$ cat src/rtl/rv_fetch_pkg.sv
// Shared fetch-side types and constants.
package rv_fetch_pkg;

  localparam int unsigned XLEN        = 32;
  localparam int unsigned INSTR_BYTES = 4;
  localparam logic [XLEN-1:0] RESET_PC = 32'h0000_0000;
  localparam logic [XLEN-1:0] NOP      = 32'h0000_0013;

  typedef struct packed {
    logic [XLEN-1:0] pc;
    logic [XLEN-1:0] instr;
  } fetch_entry_t;

endpackage

$ cat src/rtl/fetch_fifo.sv
// Synchronous FIFO with flush, exposing head entry and occupancy.
module fetch_fifo #(
  parameter int unsigned DEPTH = 4,
  parameter int unsigned WIDTH = 32
) (
  input  logic                     clk,
  input  logic                     rst,
  input  logic                     push,
  input  logic [WIDTH-1:0]         push_data,
  input  logic                     pop,
  input  logic                     flush,
  output logic [WIDTH-1:0]         head,
  output logic [$clog2(DEPTH):0]   count
);

  localparam int unsigned AW = $clog2(DEPTH);
  localparam int unsigned CW = AW + 1;

  logic [WIDTH-1:0] mem [DEPTH];
  logic [AW-1:0]    wr_ptr_q, rd_ptr_q;
  logic [CW-1:0]    count_q;
  logic             do_push, do_pop;

  // Flush discards everything, including a same-cycle push.
  assign do_pop  = pop & (count_q != '0) & ~flush;
  assign do_push = push & (count_q != CW'(DEPTH)) & ~flush;

  always_ff @(posedge clk) begin
    if (rst || flush) begin
      wr_ptr_q <= '0;
      rd_ptr_q <= '0;
      count_q  <= '0;
    end else begin
      if (do_push) wr_ptr_q <= wr_ptr_q + 1'b1;
      if (do_pop)  rd_ptr_q <= rd_ptr_q + 1'b1;
      unique case ({do_push, do_pop})
        2'b10:   count_q <= count_q + 1'b1;
        2'b01:   count_q <= count_q - 1'b1;
        default: count_q <= count_q;
      endcase
    end
  end

  always_ff @(posedge clk) begin
    if (do_push) mem[wr_ptr_q] <= push_data;
  end

  assign head  = mem[rd_ptr_q];
  assign count = count_q;

endmodule

$ cat src/rtl/instr_fetch_ctrl.sv
// Fetch controller: issues imem reads from the PC, tracks in-flight requests,
// buffers returned words with their PC and hands them to decode.
module instr_fetch_ctrl
  import rv_fetch_pkg::*;
#(
  parameter int unsigned DEPTH = 4,
  parameter int unsigned XLEN  = rv_fetch_pkg::XLEN
) (
  input  logic            clk,
  input  logic            rst,
  input  logic [XLEN-1:0] pc_addr,
  output logic            pc_enable,
  output logic [XLEN-1:0] pc_next,
  input  logic            redirect_valid,
  input  logic [XLEN-1:0] redirect_target,
  output logic            imem_req_valid,
  input  logic            imem_req_ready,
  output logic [XLEN-1:0] imem_req_addr,
  input  logic            imem_resp_valid,
  input  logic [XLEN-1:0] imem_resp_data,
  output logic            if_valid,
  input  logic            if_ready,
  output logic [XLEN-1:0] if_instr,
  output logic [XLEN-1:0] if_pc
);

  localparam int unsigned CW = $clog2(DEPTH) + 1;
  localparam int unsigned EW = $bits(fetch_entry_t);

  logic [CW-1:0]   inflight_q, inflight_d;
  logic [CW-1:0]   drop_q, drop_d;
  logic [CW-1:0]   tag_count, out_count;
  logic [CW:0]     occ;
  logic [XLEN-1:0] tag_head;
  logic [EW-1:0]   out_head_raw;
  fetch_entry_t    out_head, out_push;
  logic            pop, issue, resp_any, resp_live, resp_keep;

  assign pop       = if_valid & if_ready;
  assign occ       = {1'b0, inflight_q} + {1'b0, out_count};

  assign imem_req_valid = ~rst & ~redirect_valid & ((occ - (CW+1)'(pop)) < (CW+1)'(DEPTH));
  assign imem_req_addr  = pc_addr;
  assign issue          = imem_req_valid & imem_req_ready;

  assign pc_enable = ~rst & (issue | redirect_valid);
  assign pc_next   = redirect_valid ? redirect_target : pc_addr + XLEN'(INSTR_BYTES);

  // A response with nothing outstanding is a protocol error and is ignored.
  assign resp_any  = imem_resp_valid & (inflight_q != '0);
  assign resp_live = resp_any & (drop_q == '0);
  // A live response arriving with a redirect is already stale.
  assign resp_keep = resp_live & ~redirect_valid;

  assign out_push = '{pc: tag_head, instr: imem_resp_data};

  always_comb begin
    inflight_d = inflight_q + CW'(issue) - CW'(resp_any);
    drop_d     = drop_q;
    if (redirect_valid) begin
      // Every request still outstanding after this cycle belongs to the old stream.
      drop_d = inflight_q - CW'(resp_any);
    end else if (resp_any && (drop_q != '0)) begin
      drop_d = drop_q - 1'b1;
    end
  end

  always_ff @(posedge clk) begin
    if (rst) begin
      inflight_q <= '0;
      drop_q     <= '0;
    end else begin
      inflight_q <= inflight_d;
      drop_q     <= drop_d;
    end
  end

  fetch_fifo #(
    .DEPTH (DEPTH),
    .WIDTH (XLEN)
  ) u_tag_q (
    .clk       (clk),
    .rst       (rst),
    .push      (issue),
    .push_data (pc_addr),
    .pop       (resp_live),
    .flush     (redirect_valid),
    .head      (tag_head),
    .count     (tag_count)
  );

  fetch_fifo #(
    .DEPTH (DEPTH),
    .WIDTH (EW)
  ) u_out_q (
    .clk       (clk),
    .rst       (rst),
    .push      (resp_keep),
    .push_data (out_push),
    .pop       (pop),
    .flush     (redirect_valid),
    .head      (out_head_raw),
    .count     (out_count)
  );

  assign out_head = out_head_raw;
  assign if_valid = (out_count != '0);
  assign if_instr = if_valid ? out_head.instr : NOP;
  assign if_pc    = if_valid ? out_head.pc : RESET_PC;

  a_resp_expected: assert property (@(posedge clk) disable iff (rst)
    imem_resp_valid |-> (inflight_q != '0));
  a_occ_bound: assert property (@(posedge clk) disable iff (rst)
    occ <= (CW+1)'(DEPTH));
  // Tags exist only for requests whose responses will be kept.
  a_tag_track: assert property (@(posedge clk) disable iff (rst)
    tag_count == (inflight_q - drop_q));

endmodule

$ cat config.mk
export PLATFORM = sky130hd
export DESIGN_NAME = instr_fetch_ctrl
export DESIGN_NICKNAME = d
export VERILOG_FILES = /design/src/rtl/rv_fetch_pkg.sv /design/src/rtl/fetch_fifo.sv /design/src/rtl/instr_fetch_ctrl.sv
export SDC_FILE = /design/constraint.sdc
export NUM_CORES = 1
export LEC_CHECK = 0
export ABC_AREA = 0
export CORE_ASPECT_RATIO = 1.2
export CORE_MARGIN = 5
export CORE_UTILIZATION = 50
export CTS_BUF_LIST = sky130_fd_sc_hd__clkbuf_4 sky130_fd_sc_hd__clkbuf_8
export DETAILED_ROUTE_END_ITERATION = 10
export PLACE_DENSITY = 0.71
export REMOVE_ABC_BUFFERS = 1
export SLEW_MARGIN = 20
export SYNTH_ARGS = -nofsm -noshare
export SYNTH_HDL_FRONTEND = slang
export SYNTH_SLANG_ARGS = --single-unit
$ cat constraint.sdc
create_clock -name clk -period 5.4 [get_ports clk]
set_clock_uncertainty 0.1 [all_clocks]
set_input_delay 1.62 -clock clk [delete_from_list [all_inputs] [get_ports clk]]
set_output_delay 1.62 -clock clk [all_outputs]
set_load 0.02 [all_outputs]
## Yosys cells after proc, flatten, opt, wreduce, memory -nomap -nowiden

Memories as Yosys holds them, arrays and structs flattened. A register that Yosys moved wholly into a read port is not among the register bits.
Cells that the tools add are included.

- Bits in registers: 20
- Bits in writable memories: 384
- Input bits: 102
- Output and inout bits: 131
- Word-level logic and storage cells: 76
- Memories kept: 2

Memories:

| memory | words | width | read ports | clocked after Yosys merged registers in | wr ports | line | RTL |
|---|---|---|---|---|---|---|---|
| u_out_q.mem | 4 | 64 | 1 | 1 | 1 | fetch_fifo.sv:19 | `logic [WIDTH-1:0] mem [DEPTH];` |
| u_tag_q.mem | 4 | 32 | 1 | 1 | 1 | fetch_fifo.sv:19 |  |

- $add $sub $neg: 15
- $lt $le $gt $ge: 1
- Equality and inequality tests: 6
- Mux-type cells: 15
- Bitwise logic cells: 19
- Reduce and logical (&&, ||, !) cells: 10

Operators with widths:

| operator | count |
|---|---|
| $mux W32 | 3 |
| $add A32 B3 Y32 const B | 1 |
| $and A1 B1 Y1 | 16 |
| $pmux W3 S2 | 2 |
| $reduce_bool A3 Y1 | 4 |
| $sub A3 B1 Y3 const B | 3 |
| $add A2 B1 Y2 const B | 4 |
| $mux W2 | 4 |
| $add A3 B1 Y3 const B | 2 |
| $mux W3 | 2 |
| $ne A3 B3 Y1 const B | 2 |
| $reduce_bool A2 Y1 | 3 |
| $sub A3 B1 Y3 | 2 |
| $add A3 B3 Y4 | 1 |
| $eq A2 B1 Y1 const B | 2 |
| $eq A2 B2 Y1 const B | 2 |
| $lt A4 B3 Y1 const B | 1 |
| $mux W1 | 4 |
| $sub A4 B1 Y4 | 1 |
| $add A3 B1 Y3 | 1 |
| $logic_not A3 Y1 | 1 |
| $not A1 Y1 | 2 |
| $logic_and A1 B1 Y1 | 1 |
| $logic_or A1 B1 Y1 | 1 |
| $or A1 B1 Y1 | 1 |

## Logic depth before layout (Yosys ltp)

Gate-level depths: netlist of run 1.

- Word-level depth: 10
- Mapped depth: 16
- Mapped depth without buffers: 15

## By module

From an unflattened synthesis of run 1, not the netlist that was laid out.

- Cell total of the unflattened synthesis: 952
- Area, all modules: 17081.4 sq um

By module, submodules not included:

| module | instances | cells an instance | area each (sq um) | seq. area each (sq um) |
|---|---|---|---|---|
| fetch_fifo at u_out_q | 1 | 390 | 9729.3 | 7867.5 |
| fetch_fifo at u_tag_q | 1 | 223 | 5126.2 | 4023.9 |
| instr_fetch_ctrl | 1 | 339 | 2225.9 | 120.1 |

## Worst setup path after synthesis of run 1

Ideal clock, no wire load.

- Path type: input-to-output
- Start: input pc_addr[2]
- End: output pc_next[28]
- Arrival: 3.382 ns
- Data required time: 3.680 ns
- Path slack: 0.298 ns
- Cell stages on the path: 6
- Buffers on the path: 1
- Cells stage by stage: ha_1 nand3_1 or4_1 buf_2 or4_1 a31oi_1

- Word-level cells in the longest chain between the ends: 2

Ends and longest elaborated chain:

| what | line | RTL |
|---|---|---|
| start, declared | instr_fetch_ctrl.sv:11 | `input logic [XLEN-1:0] pc_addr,` |
| $add A32 B3 Y32 | instr_fetch_ctrl.sv:47 | `assign pc_next = redirect_valid ? redirect_target : pc_addr + XLEN'(INSTR_BYTES);` |
| $mux W32 | instr_fetch_ctrl.sv:47 |  |
| end, declared | instr_fetch_ctrl.sv:13 | `output logic [XLEN-1:0] pc_next,` |

No other way between the ends.

## Worst setup path after layout of run 1

- Start: input pc_addr[18]
- End: output pc_next[29]

The elaborated chain is that of the path after synthesis.

==> results.toml, run 1 <==
[grt]
grt_first_pass_wirelength_mm = 54.11
grt_max_degree = 65
antenna_found_initial = 0
overflow = 0
grt_pass1_vias = 9840
grt_use_total_pct = 18.69

[synthesis]
synth_area_leader_cell = "edfxtp_1"
synth_area_leaders = "edfxtp_1 68%, mux4_2 13%, dfxtp_1 2.9%, and2_1 2.5%, ha_1 1.6%"
yosysWarnings = 0
yosysUniqueCellTypes = 45
synth_edf_count = 384
synth_seq_cells = 408
synth_top_area_share_pct = 68.46
syn-cell-area_sq_um = 16840
synth_cells = 940
yosysMostFrequentCell = "edfxtp_1"
seq_area_frac_synth_pct = 71.32
syn_area_per_cell_sq_um = 17.92
yosys_most_used_dff = "edfxtp_1"
netlist_top_cells_count = "384 x edfxtp_1, 96 x mux4_2, 67 x and2_1"
async_flop_share_pct = 0

[clocking]
cts_buffers = 60
clock_latency_ns = 0.62
clock_sinks = 408
clk_pin_slew_ns = 0.06
htreeDepth = 2
cts_tree = "done"
clk_path_buf_depth = 3
clockRootBuffer = "clkbuf_8"

[layout]
syn2layout_area_growth_pct = 26.77
num-nets-final = 1374
fin_util_pct = 64.22
fillCellCount = 2414
drive_above_1_share_pct = 25.12
antenna_cells = 0
fin_cells = 1740

[timing]
slew_viol_final = 0
setup_viol_count_final = 0
worst_pin_slew_ns = 0.9757
whs_ns = 0.4132
relSlewSlack_pct = 34.96
hold_viol_final = 0
fin_crit_ns = 5.335
rsz0062_at_grt = "no"
tns_ns = 0
fmax_mhz = 187.4
timing.final.crit_share_pct = 98.80

[critical_path]
critical_path.startpoint_type = "primary input"
critical_path.max_fanout = 4
critical_path_class = "primary input to primary output"
cp.required_ns = 3.68
endpoint_kind = "primary output"
arrival_ns = 3.61

[place]
dp_cells = 1633
hpwl_mm = 22.45
io_buffer_count = 232
place_congestion = 0.7941

[status]
status = "finished clean"

[drt]
drc_errors = 0
drt_first_iter_violations = 467
routedWlPerCell_um = 20.39
dr.pass1.iters = 4
drtAntennaViolNets = 0
drt_wl_total_mm = 35.49
via_count = 9255
vias_per_cell = 5.319

[floorplanning]
rows = 73
fp.dieW_um = 177.5
die_h_um = 211.1
core_area_sq_um = 33250
initial_utilization_pct = 50.66
die_area_sq_um = 37470
ios = 233

[power]
p_per_area_nw_per_um2 = 321.3
leakagePower_nw = 7.106
ir_drop_mv = 0.2148

[run]
maxCapViolations = 0

[hold_path]
hold_class = "register to register"
## per-layer routing
metal	wire (um)	global-route usage (%)	up-vias
met1	14200	24.32	4684
met3	2112	3.724	37
met4	551	5.149	0
li1	-	-	4268
met2	18620	32.34	266
met5	0	0	-
## worst max-delay path: stages
cell,delay [ns]
clkdlybuf4s50_1,0.49
nand4_1,0.09
buf_4,0.16
or3_4,0.41
buf_4,0.15
o31ai_1,0.22
a31oi_1,0.12
dlygate4sd2_1,0.34
## sequential cells by signal, summed over array words and instances, names as in the netlist, named ones only
name,flops
u_tag_q.rd_ptr_q,2
u_tag_q.count,3
inflight_q,3
u_tag_q.mem,128
u_out_q.count,3
u_out_q.mem,256
u_tag_q.wr_ptr_q,2
drop_q,3
u_out_q.wr_ptr_q,2
u_out_q.rd_ptr_q,2
## worst paths after layout
kind                                                  startpoint                               end  slack (ns)  depth (start not counted)
worst max-delay path                                 pc_addr[18]                       pc_next[29]        0.07                          8
worst min-delay path            u_tag_q.wr_ptr_q[1]$_SDFFE_PP0P_  u_tag_q.wr_ptr_q[1]$_SDFFE_PP0P_        0.41                          2
worst max register to register     u_out_q.count[0]$_SDFFE_PP0P_     u_tag_q.count[2]$_SDFFE_PP0P_        1.73                         17
worst min register to register  u_tag_q.wr_ptr_q[1]$_SDFFE_PP0P_  u_tag_q.wr_ptr_q[1]$_SDFFE_PP0P_        0.41                          2
## cells by family after synthesis
kind of cell	share of synthesized area [%]
flip-flops	71.32
AND/OR/NAND/NOR	6.508
buffers and inverters	3.261
multiplexers	13.22
AO/OA/AOI/OAI	2.303
XOR/XNOR	1.404
adder cells (fa/ha/maj)	1.991
## timing repair
action	CTS	global route
endpoints found under the setup margin	23	17
setup buffers	1	1
resized for setup	76	30
hold buffers	0	0
pin swaps	6	7
gates cloned	0	1
## cell usage in the layout (no fill, tap or decap), drive strengths merged, types with 17 or more instances in the layout
cell	count
and2	67
clkbuf	85
edfxtp	384
inv	38
dfxtp	24
ha	22
xnor2	17
clkdlybuf4s50	195
clkinv	19
nand2	30
o21ai	22
nor2	39
mux4	96
buf	96
## layout make-up
class                      count  area [sq um]  share of cell area, %
clock buffer                  82          1054                  4.934
sequential                   408         12020                  56.30
multi-input combinational    422          4404                  20.63
timing repair buffer         318          3012                  14.11
tap                          450         563.0                  2.637
inverter                      37         138.9                 0.6505
clock inverter                23         158.9                 0.7443
## report_power, final
group          switching (mW)  total (mW)  leakage [nW]  internal (mW)
combinational           0.413       0.783          2.81          0.370
clock                    1.11        2.47         0.642           1.35
sequential             0.0348        3.61          3.66           3.58
total                    1.56        6.86          7.11           5.30
## stage by stage
step | cell area [sq um] | power [mW] | worst slack (ns)
floorplan | 16430 | 4.052 | -0.02803
global placement | 20070 | 4.443 | -0.6418
detailed placement | 20070 | 4.463 | -0.6372
CTS | 21290 | 6.927 | 0.002930
global route | 21350 | 7.141 | 0.008763
finish | 21350 | 6.859 | 0.06501
Note: power is estimated with default switching activity, not from simulation.
==> inputs of run 2 (changes only) <==
==> constraint.sdc (replaced) <==
create_clock -name clk -period 6.65 [get_ports clk]
set_clock_uncertainty 0.1 [all_clocks]
set_input_delay 1.995 -clock clk [delete_from_list [all_inputs] [get_ports clk]]
set_output_delay 1.995 -clock clk [all_outputs]
set_load 0.02 [all_outputs]
==> results.toml, run 2 (synthesis results as in run 1) <==
[timing]
fin_ws_ns = 0.1160
slew_viol_final = 0
timing.final.crit_share_pct = 98.26
fin_crit_ns = 6.534
setup_viol_count_final = 0
tns_ns = 0
worst_pin_slew_ns = 1.024
hold_viol_final = 0
relSlewSlack_pct = 31.75
whs_ns = 0.4078
fmax_mhz = 153.0
rsz0062_at_grt = "no"

[clocking]
clock_sinks = 408
clockRootBuffer = "clkbuf_8"
clock_latency_ns = 0.60
cts_tree = "done"
clk_pin_slew_ns = 0.06
cts_buffers = 61
postCtsSetupBuffers = 0
clk_path_buf_depth = 3
htreeDepth = 2

[layout]
syn2layout_area_growth_pct = 25.61
largest_reg_flops = 256
top_register = "u_out_q.mem"
num-nets-final = 1352
final_common_cell = "edfxtp_1"
drive_above_1_share_pct = 22.17
top_regs = "u_out_q.mem (256), u_tag_q.mem (128)"
antenna_cells = 0
fillCellCount = 2441
final_cell_mix = "384 x edfxtp_1, 217 x clkdlybuf4s50_1, 96 x mux4_2, 65 x clkbuf_8, 63 x and2_1"
fin_cells = 1722

[power]
fin_total_pwr_mw = 5.619
leakagePower_nw = 6.948
p_per_area_nw_per_um2 = 265.6
ir_drop_mv = 0.1656

[floorplanning]
core_area_sq_um = 33250
ios = 233
die_h_um = 211.1
initial_utilization_pct = 50.66
die_area_sq_um = 37470
rows = 73
fp.dieW_um = 177.5

[drt]
drtAntennaViolNets = 0
drt_first_iter_violations = 411
routedWlPerCell_um = 20.05
via_count = 9114
dr.pass1.iters = 5
vias_per_cell = 5.293
drt_wl_total_mm = 34.53
drc_errors = 0

[critical_path]
critical_path.startpoint_type = "primary input"
r2r_slack_ns = 2.63
critical_path.max_fanout = 6
endpoint_kind = "primary output"
arrival_ns = 4.44
critical_path_class = "primary input to primary output"
cp.required_ns = 4.55

[place]
place_congestion = 0.8086
place_ws_ns = -0.1294
dp_cells = 1612
hpwl_mm = 21.68
io_buffer_count = 232

[hold_path]
hold_class = "register to register"

[grt]
grt_max_degree = 65
antenna_found_initial = 0
grt_pass1_vias = 9883
grt_first_pass_wirelength_mm = 54.65
grt_use_total_pct = 18.78
overflow = 0

[status]
status = "finished clean"

[run]
maxCapViolations = 0
## run 2: area by class of cell
type                    count  area, sq um  area share (%)
well taps                 450        563.0           2.661
repair buffers            296         2836           13.41
clock inverters            21        193.9          0.9167
flip-flops and latches    408        12020           56.82
clock buffers              89         1075           5.080
inverters                  37        138.9          0.6565
multi-input cells         421         4328           20.46
## run 2: layer usage
metal  routed length (um)  part of all wire (%)  global-route usage [%]
met1                14120                    41                   23.96
met3                 1822                   5.3                   3.885
met2                18040                    52                   32.97
met5                    0                     0                       0
met4                  543                   1.6                   4.989
## run 2: path summary, 6_finish.rpt
| check | startpoint | cells past startpoint | endpoint |
|---|---|---|---|
| min | u_tag_q.wr_ptr_q[0]$_SDFFE_PP0P_ | 1 | u_tag_q.wr_ptr_q[0]$_SDFFE_PP0P_ |
| max reg2reg | u_out_q.count[0]$_SDFFE_PP0P_ | 16 | u_tag_q.count[2]$_SDFFE_PP0P_ |
| min reg2reg | u_tag_q.wr_ptr_q[0]$_SDFFE_PP0P_ | 1 | u_tag_q.wr_ptr_q[0]$_SDFFE_PP0P_ |
| max | pc_addr[5] | 8 | pc_next[18] |
## run 2: report_power, final
| part | internal (mW) | total [mW] | switching, mW |
|---|---|---|---|
| registers | 2.90 | 2.93 | 0.0277 |
| logic | 0.291 | 0.613 | 0.322 |
| clock network | 1.19 | 2.07 | 0.888 |
## run 2: stage by stage
| step | area [sq um] | util (%) |
|---|---|---|
| after CTS | 21140 | 63.59 |
| after detailed placement | 19880 | 59.79 |
| final | 21160 | 63.63 |
| after floorplan | 16430 | - |
| after global routing | 21160 | 63.63 |
| after global placement | 19880 | 59.79 |
## run 2: what timing repair did
action	CTS	global route
gates resized for setup	10	5
hold buffers	0	0
endpoints found under the setup margin	10	5
## run 2: critical path: stages
cell             delay, ns
clkdlybuf4s50_1       0.48
nand4_1               0.14
buf_4                 0.19
or4_1                 0.54
buf_4                 0.19
or4_1                 0.47
nand3_1               0.09
dlygate4sd2_1         0.33
